`config.mk`:
```
export PLATFORM = sky130hd
export DESIGN_NAME = pipe_hazard_ctrl
export DESIGN_NICKNAME = d
export VERILOG_FILES = /design/src/rtl/pipe_hazard_ctrl_pkg.sv /design/src/rtl/pipe_hazard_ctrl_load_use_detect.sv /design/src/rtl/pipe_hazard_ctrl.sv
export SDC_FILE = /design/constraint.sdc
export NUM_CORES = 1
export LEC_CHECK = 0
export CORE_AREA = 8 8 84 56
export CTS_CLUSTER_SIZE = 8
export DETAILED_ROUTE_END_ITERATION = 8
export DIE_AREA = 0 0 92 64
export PLACE_DENSITY_LB_ADDON = 0.1
export RECOVER_POWER = 50
export SETUP_SLACK_MARGIN = 0.15
export SYNTH_ARGS = -nofsm -noshare
export SYNTH_HDL_FRONTEND = slang
export SYNTH_HIERARCHICAL = 1
export SYNTH_SLANG_ARGS = --single-unit
export TNS_END_PERCENT = 20
```
`constraint.sdc`:
```
create_clock -name clk -period 1.8 [get_ports clk]
set_clock_uncertainty 0.1 [all_clocks]
set_input_delay 0.27 -clock clk [delete_from_list [all_inputs] [get_ports clk]]
set_output_delay 0.27 -clock clk [all_outputs]
set_load 0.01 [all_outputs]
```
`src/rtl/pipe_hazard_ctrl_pkg.sv`:
```
// Shared pipeline definitions: hazard FSM state encoding, NOP instruction word
// and the default multiply/divide stall length.
package pipe_hazard_ctrl_pkg;

  typedef enum logic {
    ST_RUN     = 1'b0,
    ST_MD_WAIT = 1'b1
  } hz_state_e;

  localparam logic [31:0] NOP_INSTR         = 32'h0;
  localparam int          MD_CYCLES_DEFAULT = 4;

endpackage

```
`src/rtl/pipe_hazard_ctrl_load_use_detect.sv`:
```
// Load-use hazard compare: the EX load writes a register the ID instruction reads.
// Register 0 is hardwired to zero, so a load "to" r0 never creates a hazard.
module load_use_detect (
  input  logic       ex_memread,
  input  logic [4:0] ex_rt,
  input  logic [4:0] id_rs,
  input  logic [4:0] id_rt,
  input  logic       id_uses_rt,
  output logic       load_use
);

  // pure combinational match against both ID source fields
  always_comb begin
    load_use = ex_memread & (ex_rt != 5'd0) &
               ((ex_rt == id_rs) | (id_uses_rt & (ex_rt == id_rt)));
  end

endmodule

```
`src/rtl/pipe_hazard_ctrl.sv`:
```
// Pipeline hazard controller: branch flush, load-use stall, instruction-memory
// wait and multi-cycle multiply/divide stall, plus a saturating stall counter.
//
// state      | meaning
// -----------+-----------------------------------------------------------
// ST_RUN     | normal issue; branch > load-use > imem wait > advance
// ST_MD_WAIT | mult/div in flight; pipeline frozen for MD_CYCLES cycles
module pipe_hazard_ctrl
  import pipe_hazard_ctrl_pkg::*;
#(
  parameter int MD_CYCLES = MD_CYCLES_DEFAULT
) (
  input  logic        clk,
  input  logic        reset,
  input  logic [4:0]  id_rs,
  input  logic [4:0]  id_rt,
  input  logic        id_uses_rt,
  input  logic        id_md_start,
  input  logic        ex_memread,
  input  logic [4:0]  ex_rt,
  input  logic        ex_branch_taken,
  input  logic        imem_ready,
  output logic        pc_write,
  output logic        ifid_write,
  output logic        ifid_flush,
  output logic        idex_bubble,
  output logic        md_busy,
  output logic [15:0] stall_cycles
);

  // Counter is loaded with MD_CYCLES-1 so that the terminal count (0) is the
  // last stalled cycle, giving exactly MD_CYCLES cycles in ST_MD_WAIT.
  localparam logic [7:0] MD_CNT_INIT = 8'(MD_CYCLES - 1);

  hz_state_e   state_q, state_d;
  logic [7:0]  md_cnt_q, md_cnt_d;
  logic [15:0] stall_cycles_q, stall_cycles_d;

  logic load_use;
  logic pc_write_c, ifid_write_c, ifid_flush_c, idex_bubble_c, md_busy_c;

  load_use_detect u_load_use_detect (
    .ex_memread (ex_memread),
    .ex_rt      (ex_rt),
    .id_rs      (id_rs),
    .id_rt      (id_rt),
    .id_uses_rt (id_uses_rt),
    .load_use   (load_use)
  );

  // next-state, down-counter and Mealy output decode
  always_comb begin
    state_d       = state_q;
    md_cnt_d      = md_cnt_q;
    pc_write_c    = 1'b0;
    ifid_write_c  = 1'b0;
    ifid_flush_c  = 1'b0;
    idex_bubble_c = 1'b0;
    md_busy_c     = 1'b0;
    case (state_q)
      ST_RUN: begin
        if (ex_branch_taken) begin
          pc_write_c    = 1'b1;
          ifid_write_c  = 1'b1;
          ifid_flush_c  = 1'b1;
          idex_bubble_c = 1'b1;
        end else if (load_use) begin
          // mult/div is held off here; ID re-presents it next cycle
          idex_bubble_c = 1'b1;
        end else begin
          if (!imem_ready) begin
            ifid_write_c = 1'b1;
            ifid_flush_c = 1'b1;
          end else begin
            pc_write_c   = 1'b1;
            ifid_write_c = 1'b1;
          end
          if (id_md_start) begin
            state_d  = ST_MD_WAIT;
            md_cnt_d = MD_CNT_INIT;
          end
        end
      end
      ST_MD_WAIT: begin
        idex_bubble_c = 1'b1;
        md_busy_c     = 1'b1;
        if (md_cnt_q == 8'd0) begin
          state_d = ST_RUN;
        end else begin
          md_cnt_d = md_cnt_q - 8'd1;
        end
      end
      default: state_d = ST_RUN;
    endcase
  end

  // outputs are forced low while reset is held, not just the registers
  always_comb begin
    pc_write    = pc_write_c    & ~reset;
    ifid_write  = ifid_write_c  & ~reset;
    ifid_flush  = ifid_flush_c  & ~reset;
    idex_bubble = idex_bubble_c & ~reset;
    md_busy     = md_busy_c     & ~reset;
  end

  // saturating count of cycles in which the PC did not advance
  always_comb begin
    stall_cycles_d = stall_cycles_q;
    if (!pc_write && (stall_cycles_q != 16'hFFFF)) begin
      stall_cycles_d = stall_cycles_q + 16'd1;
    end
  end

  // state, counter and stall-count registers with async reset
  always_ff @(posedge clk or posedge reset) begin
    if (reset) begin
      state_q        <= ST_RUN;
      md_cnt_q       <= 8'd0;
      stall_cycles_q <= 16'd0;
    end else begin
      state_q        <= state_d;
      md_cnt_q       <= md_cnt_d;
      stall_cycles_q <= stall_cycles_d;
    end
  end

  assign stall_cycles = stall_cycles_q;

endmodule

```
==> results of run 1 <==
## flip-flops by register name, indices dropped and copies added, names as in the netlist
name,cells
md_cnt_q,8
stall_cycles,16
state_q,1
## layout by cell type, fill, tap and decap left out, drive strengths merged, types with 7 or more instances in the layout
cell           instances
nor2                   8
and3                   7
clkdlybuf4s50          7
xnor2                 17
o21ai                  7
dlymetal6s2s           7
xor2                  10
dlygate4sd2           12
buf                   40
dfrtp                 25
nand3                  7
## layer usage
metal	track usage	vias up	part of all wire
met5	0	-	0
met4	0.0180	0	0.0033
met3	0.0455	2	0.063
met2	0.199	34	0.42
met1	0.205	646	0.51
li1	-	636	-
## area by class of cell
class | count | area (µm²)
clock buffer | 3 | 41.3
clock inverter | 1 | 5.00
fill | 280 | 1230
inverter | 5 | 18.8
multi-input combinational | 106 | 856
sequential | 25 | 626
tap | 47 | 58.8
timing repair buffer | 74 | 654
## worst max-delay path by stage
stage	endpoint	slack, ps
final	stall_cycles[8]	-200
after global routing	stall_cycles[8]	-320
after CTS	stall_cycles[8]	-190
after detailed placement	ifid_flush	-1000
after global placement	ifid_flush	-940
after floorplan	stall_cycles[1]	-260
## stage by stage
step           instances   util  power, W
2_1_floorplan        136      -   0.00144
3_3_place_gp         254  0.605   0.00197
3_5_place_dp         254  0.605   0.00204
4_1_cts              261  0.642   0.00242
5_1_grt              261  0.648   0.00258
6_report             261  0.648   0.00243
## cell families after synthesis
kind of cell / Yosys count / synth area share
AO/OA/AOI/OAI: 14 / 0.0658
multiplexers: 2 / 0.0162
XOR/XNOR: 27 / 0.170
adder cells (fa/ha/maj): 3 / 0.0270
AND/OR/NAND/NOR: 59 / 0.254
flip-flops: 25 / 0.450
buffers and inverters: 6 / 0.0162
## report_power, final
group / total (W) / switching, W / internal, W
combinational: 0.00119 / 0.000538 / 0.000652
clock: 0.000335 / 0.000181 / 0.000155
sequential: 0.000901 / 0.000150 / 0.000751
total: 0.00243 / 0.000869 / 0.00156
## cell usage after synthesis (2+ instances only)
| library cell | count |
|---|---|
| nand2_1 | 6 |
| xnor2_1 | 17 |
| a21oi_1 | 4 |
| inv_1 | 5 |
| nor3_1 | 5 |
| nand4_1 | 6 |
| nor2b_1 | 2 |
| nor2_1 | 8 |
| nand2b_1 | 2 |
| or3_1 | 3 |
| and2_1 | 3 |
| and3_1 | 7 |
| ha_1 | 3 |
| xor2_1 | 10 |
| o21ai_0 | 6 |
| mux2_2 | 2 |
| dfrtp_1 | 25 |
| nand3_1 | 7 |
| and4_1 | 2 |
## repair_timing
item	in CTS	in global routing
resized for setup	91	16
cloned	1	0
pin swaps	22	10
setup buffers	2	0
endpoints found under the setup margin	37	36
==> results.toml, run 1 <==
[logic_synthesis]
synth_flop_cell = "dfrtp_1"
synth_area_per_cell_um2 = 10.2
synth_area_um2 = 1390
yosysSeqAreaShare = 0.450
synth_edf_count = 0
yosysWarnings = 6
synth_cell_type_count = 32
synth-seq-cells = 25
synth_cells = 136
synth_area_leaders = "dfrtp_1, xnor2_1, xor2_1, and3_1, ha_1"
synth_top_cell_by_area = "dfrtp_1"
synth_nets = 161
synth_top_area_frac = 0.450
synthArstFlopShare = 1.00

[final_layout]
drive_above_1_share = 0.360
fin_nets = 240
syn2layout_area_growth_pct = 62.7
diodes = 0
design_area_um2 = 2260

[setup_path]
cp_num_buf_inv = 2
critPathKind = "input port to register"
worst_path_largest_cell_delay_ps = 250
crit_chain = "clkdlybuf4s15_1, xor2_1, nor3_1, nand3_1, a21oi_2, nor2b_2, o21ai_2, inv_2, a31oi_4, nand4_1, xnor2_1"
start_kind = "input port"
rr_worst_depth = 6
ff2ff_setup_slack_ps = -50
path_max_fanout = 5
crit_path_top_delay_cell = "a31oi_4"
r2r-start = "stall_cycles[0]"
worst_r2r_endpoint = "stall_cycles[8]"
cp.required_ps = 1880
startpoint = "id_rs[4]"
arrival_ps = 2090
crit_path_end_kind = "register"
critical_path_cell_count = 11
cp_top_family = "compound AO/OA/AOI/OAI gates"

[grt]
grt_pass1_wl_mm = 6.70
grt_pass1_vias = 1273
gr-total-overflow = 0
antenna_found_initial = 0
grt.total_usage = 0.140
grt_max_degree = 20

[die]
dieArea_um2 = 5890
chipHeight_um = 64
initial_core_util = 0.398
ios = 43
rows = 17
die_w_um = 92
core_um2 = 3490

[cts]
htreeDepth = 1
clkLatencyLatePin_ps = 270
cts_tree = "yes"
cts-root-buf = "clkbuf_8"
numCtsBuffers = 3
ctsLongestPathBuffers = 2
clk_pin_slew_ps = 90
clock-sinks = 25
ctsHoldBuffers = 0

[detailed_routing]
via_per_inst = 5.05
drc = 0
ant_nets = 0
drtIter0Drc = 47
num_vias = 1318
wl_mm = 4.31
drtPass1Iterations = 4
routedWlPerCell_um = 16.5

[place]
port_buffers = 42
gp_congestion = 0.843
post-place-ws_ps = -997
place_area_um2 = 2110
dp_hpwl_mm = 3.18

[run]
cap_violations = 0

[pwr]
leakage_nw = 1.12
p_per_area_nw_per_um2 = 1070
vdd_drop_max_v = 0.000807

[timing]
min_period_ps = 2000
worst_slew_pin_slew_ps = 496
slew_violations = 0
worst_slack_ps = -201
whs_ps = 418
fmax_mhz = 500
hold_violations = 0
max_slew_margin = 0.669
grt_setup_unrepaired = "yes"
setup_violations = 26
period_share = 1.11
fin_tns_setup_ps = -2980

[worst_hold_path]
worstHoldStart = "stall_cycles[3]"
hold_path_end = "stall_cycles[3]"
hold_path.class = "register to register"
hold_depth = 1

[run_status]
violations = "setup timing"
status = "complete, but fails checks"
No activity file was read; power rests on OpenSTA's default activity.
==> run 2: changes to the inputs <==
Settings changed: RECOVER_POWER 50 to default.
==> run 2 against run 1 <==
  * The flow still finishes with violations (setup timing)
  * Total power up 0.34%
  * Flip-flop and latch count did not move
  * Core utilization rose by 0.54 points
==> results.toml, run 2 (synthesis results as in run 1) <==
[setup_path]
startpoint = "id_rs[4]"
r2r-start = "stall_cycles[0]"
rr_worst_depth = 6
arrival_ps = 2080
crit_end = "stall_cycles[8]"
path_max_fanout = 5
worst_r2r_endpoint = "stall_cycles[8]"
ff2ff_setup_slack_ps = -50
crit_path_end_kind = "register"
critPathKind = "input port to register"
start_kind = "input port"
cp.required_ps = 1880

[final_layout]
largest_reg_flops = 16
diodes = 0
fin_nets = 240
drive_above_1_share = 0.364
final_common_cell = "buf_4"
multiInputGateArea_um2 = 856
layout_common_cells = "buf_4, dfrtp_1, xnor2_1"
seq_area_um2 = 626
fill_cells = 278
design_area_um2 = 2280
syn2layout_area_growth_pct = 64.1
final_cell_count_no_fill = 261

[grt]
grt_max_degree = 20
antenna_found_initial = 0
grt_pass1_wl_mm = 6.70
gr-total-overflow = 0
grt_pass1_vias = 1273
grt.total_usage = 0.140

[timing]
hold_violations = 0
worst_slack_ps = -194
grt_setup_unrepaired = "yes"
fmax_mhz = 501
max_slew_margin = 0.777
period_share = 1.11
setup_violations = 23
min_period_ps = 1990
worst_slew_pin_slew_ps = 335
slew_violations = 0

[die]
dieArea_um2 = 5890
initial_core_util = 0.398
ios = 43
chipHeight_um = 64
rows = 17
core_um2 = 3490
die_w_um = 92

[cts]
htreeDepth = 1
clkLatencyLatePin_ps = 270
ctsLongestPathBuffers = 2
numCtsBuffers = 3
clock-sinks = 25
cts-root-buf = "clkbuf_8"
cts_tree = "yes"
clk_pin_slew_ps = 90

[place]
port_buffers = 42
dpl.cell_count = 254
place_area_um2 = 2110
dp_hpwl_mm = 3.18
gp_congestion = 0.843

[detailed_routing]
routedWlPerCell_um = 16.5
via_per_inst = 5.01
drc = 0
num_vias = 1308
wl_mm = 4.31
ant_nets = 0
drtPass1Iterations = 4
drtIter0Drc = 43

[pwr]
leakage_nw = 1.13
p_int_w = 0.00156
p_per_area_nw_per_um2 = 1070
vdd_drop_max_v = 0.000810
swShare = 0.358
p_clk_frac = 0.139
power_frac_seq = 0.371
p_switching_w = 0.000872
power_frac_comb = 0.491

[worst_hold_path]
hold_path.class = "input port to async pin"

[run]
cap_violations = 0

[run_status]
violations = "setup timing"
status = "complete, but fails checks"
run 2: cell count changes in the layout (fill, tap and decap cells not counted), sizes merged:
cell | before | now
clkdlybuf4s50 | 7 | 8
dlygate4sd3 | 1 | 0
buf | 40 | 42
clkbuf | 5 | 3
run 2: what timing repair did:
action / CTS / global route
hold buffers: 0 / 0
setup endpoints to repair: 37 / 36
pin swaps: 22 / 10
resized for setup: 91 / 16
buffers inserted: 2 / 0
gates cloned: 1 / 0
run 2: how the worst min path moves through the flow:
stage	slack, ps	endpoint
5_1_grt	360	stall_cycles[14]
2_1_floorplan	200	md_cnt_q[0]
3_5_place_dp	390	stall_cycles[3]
4_1_cts	330	stall_cycles[12]
6_report	330	stall_cycles[12]
3_3_place_gp	370	stall_cycles[6]
run 2: layer usage:
metal	up-vias	wire length, µm	track usage	share of wire
met3	2	293	0.0455	0.068
li1	634	-	-	-
met1	636	2170	0.205	0.50
met4	0	14	0.0180	0.0032
met5	-	0	0	0
met2	36	1830	0.199	0.42
run 2: worst max-delay path, stage by stage:
cell and delay [ps]:
clkdlybuf4s15_1 180, xor2_1 160, nor3_1 200, nand3_1 110, a21oi_2 220, nor2b_2 70
o21ai_2 160, inv_2 100, a31oi_4 250, nand4_1 160, xnor2_1 190
run 2: cell type report:
| class | instances | share of cell area |
|---|---|---|
| multi-input cells | 106 | 0.376 |
| repair buffers | 74 | 0.295 |
| flip-flops and latches | 25 | 0.275 |
| well taps | 47 | 0.0258 |
| clock buffers | 3 | 0.0181 |
| inverters | 5 | 0.00824 |
| clock inverters | 1 | 0.00220 |
run 2: power groups by stage:
stage / sequential, W / clock [W] / combinational (W)
2_1_floorplan: 0.000952 / 0 / 0.000488
3_3_place_gp: 0.000887 / 0 / 0.00109
5_1_grt: 0.000927 / 0.000364 / 0.00129
4_1_cts: 0.000895 / 0.000344 / 0.00118
6_report: 0.000902 / 0.000338 / 0.00119
3_5_place_dp: 0.000901 / 0 / 0.00114
run 2: stage by stage:
stage	worst slack [ps]	utilization	power, W	setup TNS [ps]	hold WS (ps)
global placement	-942	0.605	0.00197	-22460	373
CTS	-191	0.642	0.00242	-2260	326
finish	-194	0.653	0.00243	-2770	331
floorplan	-264	-	0.00144	-2340	197
global route	-324	0.653	0.00258	-5710	362
detailed placement	-997	0.605	0.00204	-23550	393
